**src/rtl/core_dmem_arbiter.sv**
```systemverilog
// Shares one data-memory port between the core LSU (c_) and a secondary requester (x_).
// Ports: c_/x_ request+response, m_ memory side, x_starved forcing flag.
module core_dmem_arbiter #(
  parameter int AW           = 64,
  parameter int DW           = 64,
  parameter int STARVE_LIMIT = 4
) (
  input  logic            g_clk,
  input  logic            g_resetn,
  input  logic            c_req,
  input  logic [AW-1:0]   c_addr,
  input  logic            c_wen,
  input  logic [DW/8-1:0] c_strb,
  input  logic [DW-1:0]   c_wdata,
  output logic            c_gnt,
  output logic            c_err,
  output logic [DW-1:0]   c_rdata,
  input  logic            x_req,
  input  logic [AW-1:0]   x_addr,
  input  logic            x_wen,
  input  logic [DW/8-1:0] x_strb,
  input  logic [DW-1:0]   x_wdata,
  output logic            x_gnt,
  output logic            x_err,
  output logic [DW-1:0]   x_rdata,
  output logic            m_req,
  output logic [AW-1:0]   m_addr,
  output logic            m_wen,
  output logic [DW/8-1:0] m_strb,
  output logic [DW-1:0]   m_wdata,
  input  logic            m_gnt,
  input  logic            m_err,
  input  logic [DW-1:0]   m_rdata,
  output logic            x_starved
);

  typedef enum logic [1:0] {
    IDLE   = 2'd0,
    LOCK_C = 2'd1,
    LOCK_X = 2'd2
  } state_t;

  typedef enum logic [1:0] {
    OWN_NONE = 2'd0,
    OWN_C    = 2'd1,
    OWN_X    = 2'd2
  } own_t;

  state_t     state_q, state_d;
  logic [3:0] starve_cnt_q, starve_cnt_d;
  logic       rsp_vld_q, rsp_vld_d;
  logic       rsp_own_q, rsp_own_d;
  own_t       sel;
  logic       take;

  assign x_starved = (starve_cnt_q == 4'(STARVE_LIMIT));

  // Owner is forced to none in reset so every request-side output is quiet.
  always_comb begin
    sel = OWN_NONE;
    unique case (state_q)
      LOCK_C:  sel = OWN_C;
      LOCK_X:  sel = OWN_X;
      default: begin
        if (x_req && (x_starved || !c_req)) sel = OWN_X;
        else if (c_req)                     sel = OWN_C;
      end
    endcase
    if (!g_resetn) sel = OWN_NONE;
  end

  always_comb begin
    m_req   = 1'b0;
    m_addr  = '0;
    m_wen   = 1'b0;
    m_strb  = '0;
    m_wdata = '0;
    unique case (1'b1)
      (sel == OWN_C): begin
        m_req   = c_req;
        m_addr  = c_addr;
        m_wen   = c_wen;
        m_strb  = c_strb;
        m_wdata = c_wdata;
      end
      (sel == OWN_X): begin
        m_req   = x_req;
        m_addr  = x_addr;
        m_wen   = x_wen;
        m_strb  = x_strb;
        m_wdata = x_wdata;
      end
      default: ;
    endcase
  end

  assign take  = m_req && m_gnt;
  assign c_gnt = take && (sel == OWN_C);
  assign x_gnt = take && (sel == OWN_X);

  // rsp_own_q: 1 = response belongs to x_.
  assign c_err   = m_err && rsp_vld_q && !rsp_own_q;
  assign x_err   = m_err && rsp_vld_q && rsp_own_q;
  assign c_rdata = m_rdata;
  assign x_rdata = m_rdata;

  always_comb begin
    state_d      = IDLE;
    starve_cnt_d = starve_cnt_q;
    rsp_vld_d    = take;
    rsp_own_d    = rsp_own_q;
    if (m_req && !m_gnt)
      state_d = (sel == OWN_X) ? LOCK_X : LOCK_C;
    if (take)
      rsp_own_d = (sel == OWN_X);
    if (x_gnt)
      starve_cnt_d = '0;
    else if (x_req && c_gnt && !x_starved)
      starve_cnt_d = starve_cnt_q + 4'd1;
  end

  always_ff @(posedge g_clk or negedge g_resetn) begin
    if (!g_resetn) begin
      state_q      <= IDLE;
      starve_cnt_q <= '0;
      rsp_vld_q    <= 1'b0;
      rsp_own_q    <= 1'b0;
    end else begin
      state_q      <= state_d;
      starve_cnt_q <= starve_cnt_d;
      rsp_vld_q    <= rsp_vld_d;
      rsp_own_q    <= rsp_own_d;
    end
  end

endmodule

```
**config.mk**
```make
export PLATFORM = sky130hd
export DESIGN_NAME = core_dmem_arbiter
export DESIGN_NICKNAME = d
export VERILOG_FILES = /design/src/rtl/core_dmem_arbiter.sv
export SDC_FILE = /design/constraint.sdc
export NUM_CORES = 1
export LEC_CHECK = 0
export ABC_AREA = 0
export CAP_MARGIN = 20
export CORE_AREA = 2 2 240 242
export CTS_CLUSTER_DIAMETER = 30
export CTS_CLUSTER_SIZE = 24
export DETAILED_ROUTE_END_ITERATION = 10
export DIE_AREA = 0 0 242 244
export PLACE_DENSITY = 0.3
export SETUP_SLACK_MARGIN = 0.1
export SLEW_MARGIN = 20
export SYNTH_ARGS = -nofsm -noshare
export SYNTH_HDL_FRONTEND = slang
export SYNTH_SLANG_ARGS = --single-unit
```
**constraint.sdc**
```tcl
create_clock -name g_clk -period 3.9 [get_ports g_clk]
set_input_delay 0.78 -clock g_clk [delete_from_list [all_inputs] [get_ports g_clk]]
set_output_delay 0.78 -clock g_clk [all_outputs]
set_load 0.02 [all_outputs]
```
; After elaboration in Yosys (flattened, before gate mapping)
; Cells that the tools add are included.
[word_totals]
output_inout_bits = 271
elab_cells = 39
in_bits = 344
regBits = 8
[op_classes]
add_sub_neg = 1
n_eq_ne = 5
n_mux = 13
n_reduce_logical = 16
[ops]
columns = op, n
row1 = $pmux W64 S2, 2
row2 = $pmux W8 S2, 1
row3 = $logic_and A1 B1 Y1, 10
row4 = $mux W2, 4
row5 = $mux W4, 2
row6 = $add A4 B1 Y4 const B, 1
row7 = $eq A2 B1 Y1 const B, 2
row8 = $eq A2 B2 Y1 const B, 2
row9 = $eq A4 B3 Y1 const B, 1
row10 = $logic_not A1 Y1, 4
row11 = $pmux W1 S2, 2
row12 = $pmux W2 S2, 1
row13 = $reduce_bool A2 Y1, 1
row14 = $logic_or A1 B1 Y1, 1
row15 = $mux W1, 1

; Depth between registers and ports, before layout
[depth]
ltp_word = 14
mapped_depth = 12

; Least setup slack after synthesis
; No wires, ideal clock.
[synth_timing]
kind = in2out
start = input x_req
end = output m_addr[10]
t_required_ps = 3120
path_buffers = 3
path_stages = 10
arrival_time_ps = 2430
setup_slack_ps = 690
path_cell_list = inv_1 > o2111a_1 > a21o_1 > inv_1 > ha_1 > buf_2 > buf_2 > clkbuf_1 > a22oi_1 > nor2_1
[synth_between]
elab_chain_len = 6
elab_cells_between_ends = 7
[synth_rtl]
columns = item, line_no
row1 = from (decl), 18  ; input logic x_req,
row2 = $logic_and A1 B1 Y1 (*), 65  ; if (x_req && (x_starved || !c_req)) sel = OWN_X;
row3 = $mux W2 (*), 65
row4 = $pmux W2 S2 (*), 61  ; unique case (state_q)
row5 = $mux W2 (*), 69  ; if (!g_resetn) sel = OWN_NONE;
row6 = $eq A2 B2 Y1 / $eq A2 B1 Y1 (equally long branches), "86, 79"
row7 = $pmux W64 S2 (*), 78  ; unique case (1'b1)
row8 = to (decl), 27  ; output logic [AW-1:0] m_addr,
; Mark *: on every way between the ends. The rest lies on a longest branch, timed or not.

; Worst setup path in the final report
[layout_timing]
start = input g_resetn
end = output m_wdata[26]
[layout_between]
elab_chain_len = 3
elab_cells_between_ends = 4
[layout_rtl]
columns = item, line_no
row1 = from (decl), 9  ; input logic g_resetn,
row2 = $mux W2 (*), 69
row3 = $eq A2 B2 Y1 / $eq A2 B1 Y1 (equally long branches), "86, 79"
row4 = $pmux W64 S2 (*), 78
row5 = to (decl), 30  ; output logic [DW-1:0] m_wdata,
; Marked as above.

==> qor.yml <==
outcome:
  outcome: "complete, no violations"
timing:
  fin_crit_sh: 0.913
  rsz0062_at_grt: "no"
  drv_slew: 0
  tightest_slew_ns: 0.312
  whs_ns: 0.557
  min_period_ns: 3.56
  skew_ns: 0.00110
  slew_headroom: 0.792
  fmax_mhz: 281
  setup_viol: 0
  hold_viol_final: 0
cts:
  h-tree-depth: 1
  clock_latency_ns: 0.23
  cts_made_buffers: 3
  clock_path_buffers: 2
  root_buffer: "clkbuf_16"
  numClockSinks: 8
  cts_tree: "done"
  clk_pin_slew_worst_paths_ns: 0.04
critical_path:
  max_stage_delay_ns: 0.45
  critPathLaunch: "g_resetn"
  path_max_fanout: 18
  crit-reg2reg-launch: "starve_cnt_q[0]"
  crit_path_end_kind: "output pin"
  path_buf_inv: 6
  worstPathCellList: "clkdlybuf4s50_1 -> buf_4 -> a21o_1 -> buf_4 -> ha_4 -> buf_12 -> buf_12 -> a22oi_2 -> nor2_1 -> clkdlybuf4s15_2"
  startpoint_type: "input port"
  ff2ff_path_depth: 12
  rrSetupSlack_ns: 0.95
  path_class: "in2out"
  cpMaxStageDelayCell: "clkdlybuf4s50_1"
  reg2reg_to: "starve_cnt_q[3]"
  required_ns: 3.12
  cpLargestDelayFamily: "buffers and inverters"
  arrival_ns: 2.78
yosys:
  avgSynthCellArea_um2: 6.37
  yosys_warnings: 0
  syn-num-nets: 856
  synth_cells: 506
  synthesis.area_um2: 3220
  synth_seq_cells: 8
  ys_types: 27
  yosysSeqAreaShare: 0.0621
cells_and_area:
  nNetsFinal: 1165
  drive_above_1_share: 0.202
  post-route-util: 0.137
  syn_to_final_growth_pct: 138
die:
  fp.dieArea_um2: 59000
  design.core.area_um2: 56200
  num_io_pins: 615
  fp-row-count: 87
  die_y_um: 244
  initial_core_util: 0.0574
  die_x_um: 242
global_route:
  grt_max_degree: 55
  gr-max-usage-layer: "met2"
  overflow: 0
  antenna_found_initial: 5
  grt_pass1_wl_um: 35200
  grt_util_met1: 0.0850
  grt_util_met3: 0.0282
  grt_pass1_vias: 5274
  gr-usage-met2: 0.143
  grt_use_total: 0.0787
detailed_routing:
  routed_wl_um: 25500
  drtIter0Drc: 159
  via_per_inst: 3.09
  drtAntennaViolNets: 0
  firstDrtPassIters: 4
  via_count: 4848
  drc: 0
  wl_per_cell_um: 16.2
min_path:
  hold_depth: 2
  whs_endpoint: "rsp_own_q"
  hp-class: "reg2reg"
  min_from: "rsp_own_q"
power:
  p_per_area_nw_per_um2: 135
  ir_drop_v: 0.000113
  p_leak_nw: 2.91
run:
  maxCapViolations: 0
place:
  routabilityCongestion: 0.791
  io_buffers: 422
  dpl.hpwl_um: 20500
registers in the layout, summed over array words and instances, names as in the netlist:
| name | count |
|---|---|
| starve_cnt_q | 4 |
| rsp_own_q | 1 |
| state_q | 2 |
| rsp_vld_q | 1 |
layout by cell type, fill, tap and decap left out, types with 2 or more instances in the layout:
cell | netlist | routed
buf_4 | 128 | 40
clkdlybuf4s50_1 | 0 | 280
a21oi_1 | 6 | 5
buf_12 | 0 | 13
and2_1 | 2 | 2
buf_16 | 0 | 3
nand2_1 | 4 | 4
a22oi_2 | 0 | 11
clkbuf_2 | 0 | 78
dlymetal6s2s_1 | 0 | 2
clkdlybuf4s15_1 | 0 | 32
ha_4 | 0 | 2
dlygate4sd2_1 | 0 | 22
diode_2 | 0 | 2
nor2_1 | 141 | 140
clkdlybuf4s15_2 | 0 | 4
nor2b_1 | 2 | 2
buf_2 | 3 | 2
nand3b_1 | 2 | 2
clkbuf_16 | 0 | 5
dfrtp_1 | 8 | 8
or3_1 | 2 | 2
inv_1 | 9 | 8
o21ai_1 | 2 | 2
ha_1 | 6 | 4
a22oi_1 | 137 | 126
metal layers:
metal  part of all wire  wire [µm]
met1               0.38       9570
met3              0.092       2340
met4              0.030        772
met2               0.50      12800
met5                  0          0
cell type report:
cell class	count	area [µm²]
multi-input cells	315	1940
diodes	2	5.00
inverters	9	33.8
clock buffers	3	75.1
well taps	756	946
flip-flops and latches	8	200
fillers	6595	48500
repair buffers	478	4480
logic make-up after synthesis:
family | count (synthesis) | synth area share
XOR/XNOR | 1 | 0.00272
buffers and inverters | 183 | 0.363
flip-flops | 8 | 0.0621
adder cells (fa/ha/maj) | 6 | 0.0233
AO/OA/AOI/OAI | 149 | 0.348
AND/OR/NAND/NOR | 157 | 0.194
multiplexers | 2 | 0.00660
Yosys cell counts:
master / n / area (µm²)
nor2_1: 141 / 529
a22oi_1: 137 / 1030
buf_4: 128 / 961
clkbuf_1: 40 / 150
inv_1: 9 / 33.8
dfrtp_1: 8 / 200
a21oi_1: 6 / 30.0
ha_1: 6 / 75.1
nand2_1: 4 / 15.0
buf_1: 3 / 11.3
buf_2: 3 / 15.0
and2_1: 2 / 12.5
nand3b_1: 2 / 15.0
nor2b_1: 2 / 12.5
o21ai_1: 2 / 10.0
or3_1: 2 / 12.5
a21o_1: 1 / 7.51
and3b_1: 1 / 8.76
and3b_2: 1 / 10.0
mux2_2: 1 / 11.3
mux2i_1: 1 / 10.0
nand3_1: 1 / 5.00
nor4_1: 1 / 6.26
o2111a_1: 1 / 11.3
o2111ai_4: 1 / 26.3
o21bai_1: 1 / 7.51
xnor2_1: 1 / 8.76
tightest hold or removal path, delay by kind of cell, from the launching register on:
kind	cells	cell delay (ns)
buffers and inverters	1	0.06
flip-flops	1	0.34
AO/OA/AOI/OAI	1	0.13
worst max path at each step:
stage / cells past startpoint / slack [ns] / end
5_1_grt: 12 / 0.17 / m_wdata[41]
6_report: 10 / 0.34 / m_wdata[26]
3_5_place_dp: 10 / -0.22 / m_wdata[26]
4_1_cts: 10 / 0.09 / m_addr[41]
2_1_floorplan: 10 / 0.69 / m_addr[10]
3_3_place_gp: 11 / -0.26 / m_wdata[26]
through the flow:
stage | instance area (µm²) | setup TNS [ns] | std cells | setup WS (ns) | total power, mW
6_report | 7680 | 0 | 1571 | 0.338 | 1.04
5_1_grt | 7670 | 0 | 1569 | 0.174 | 1.12
4_1_cts | 7870 | 0 | 1566 | 0.0896 | 1.04
3_5_place_dp | 7820 | -13.29 | 1560 | -0.223 | 0.864
3_3_place_gp | 7820 | -16.27 | 1560 | -0.258 | 0.869
2_1_floorplan | 3220 | 0 | 506 | 0.690 | 0.542
what timing repair did:
item,in CTS,in global routing
resized for setup,170,189
hold buffers,0,0
pin swaps,0,1
buffers inserted,2,1
endpoints found under the setup margin,138,136
gates cloned,1,2
power by group:
part	switching (mW)	internal (mW)
clock network	0.0437	0.133
logic	0.323	0.432
registers	0.0107	0.0975
(Power assumes the default switching activity.)
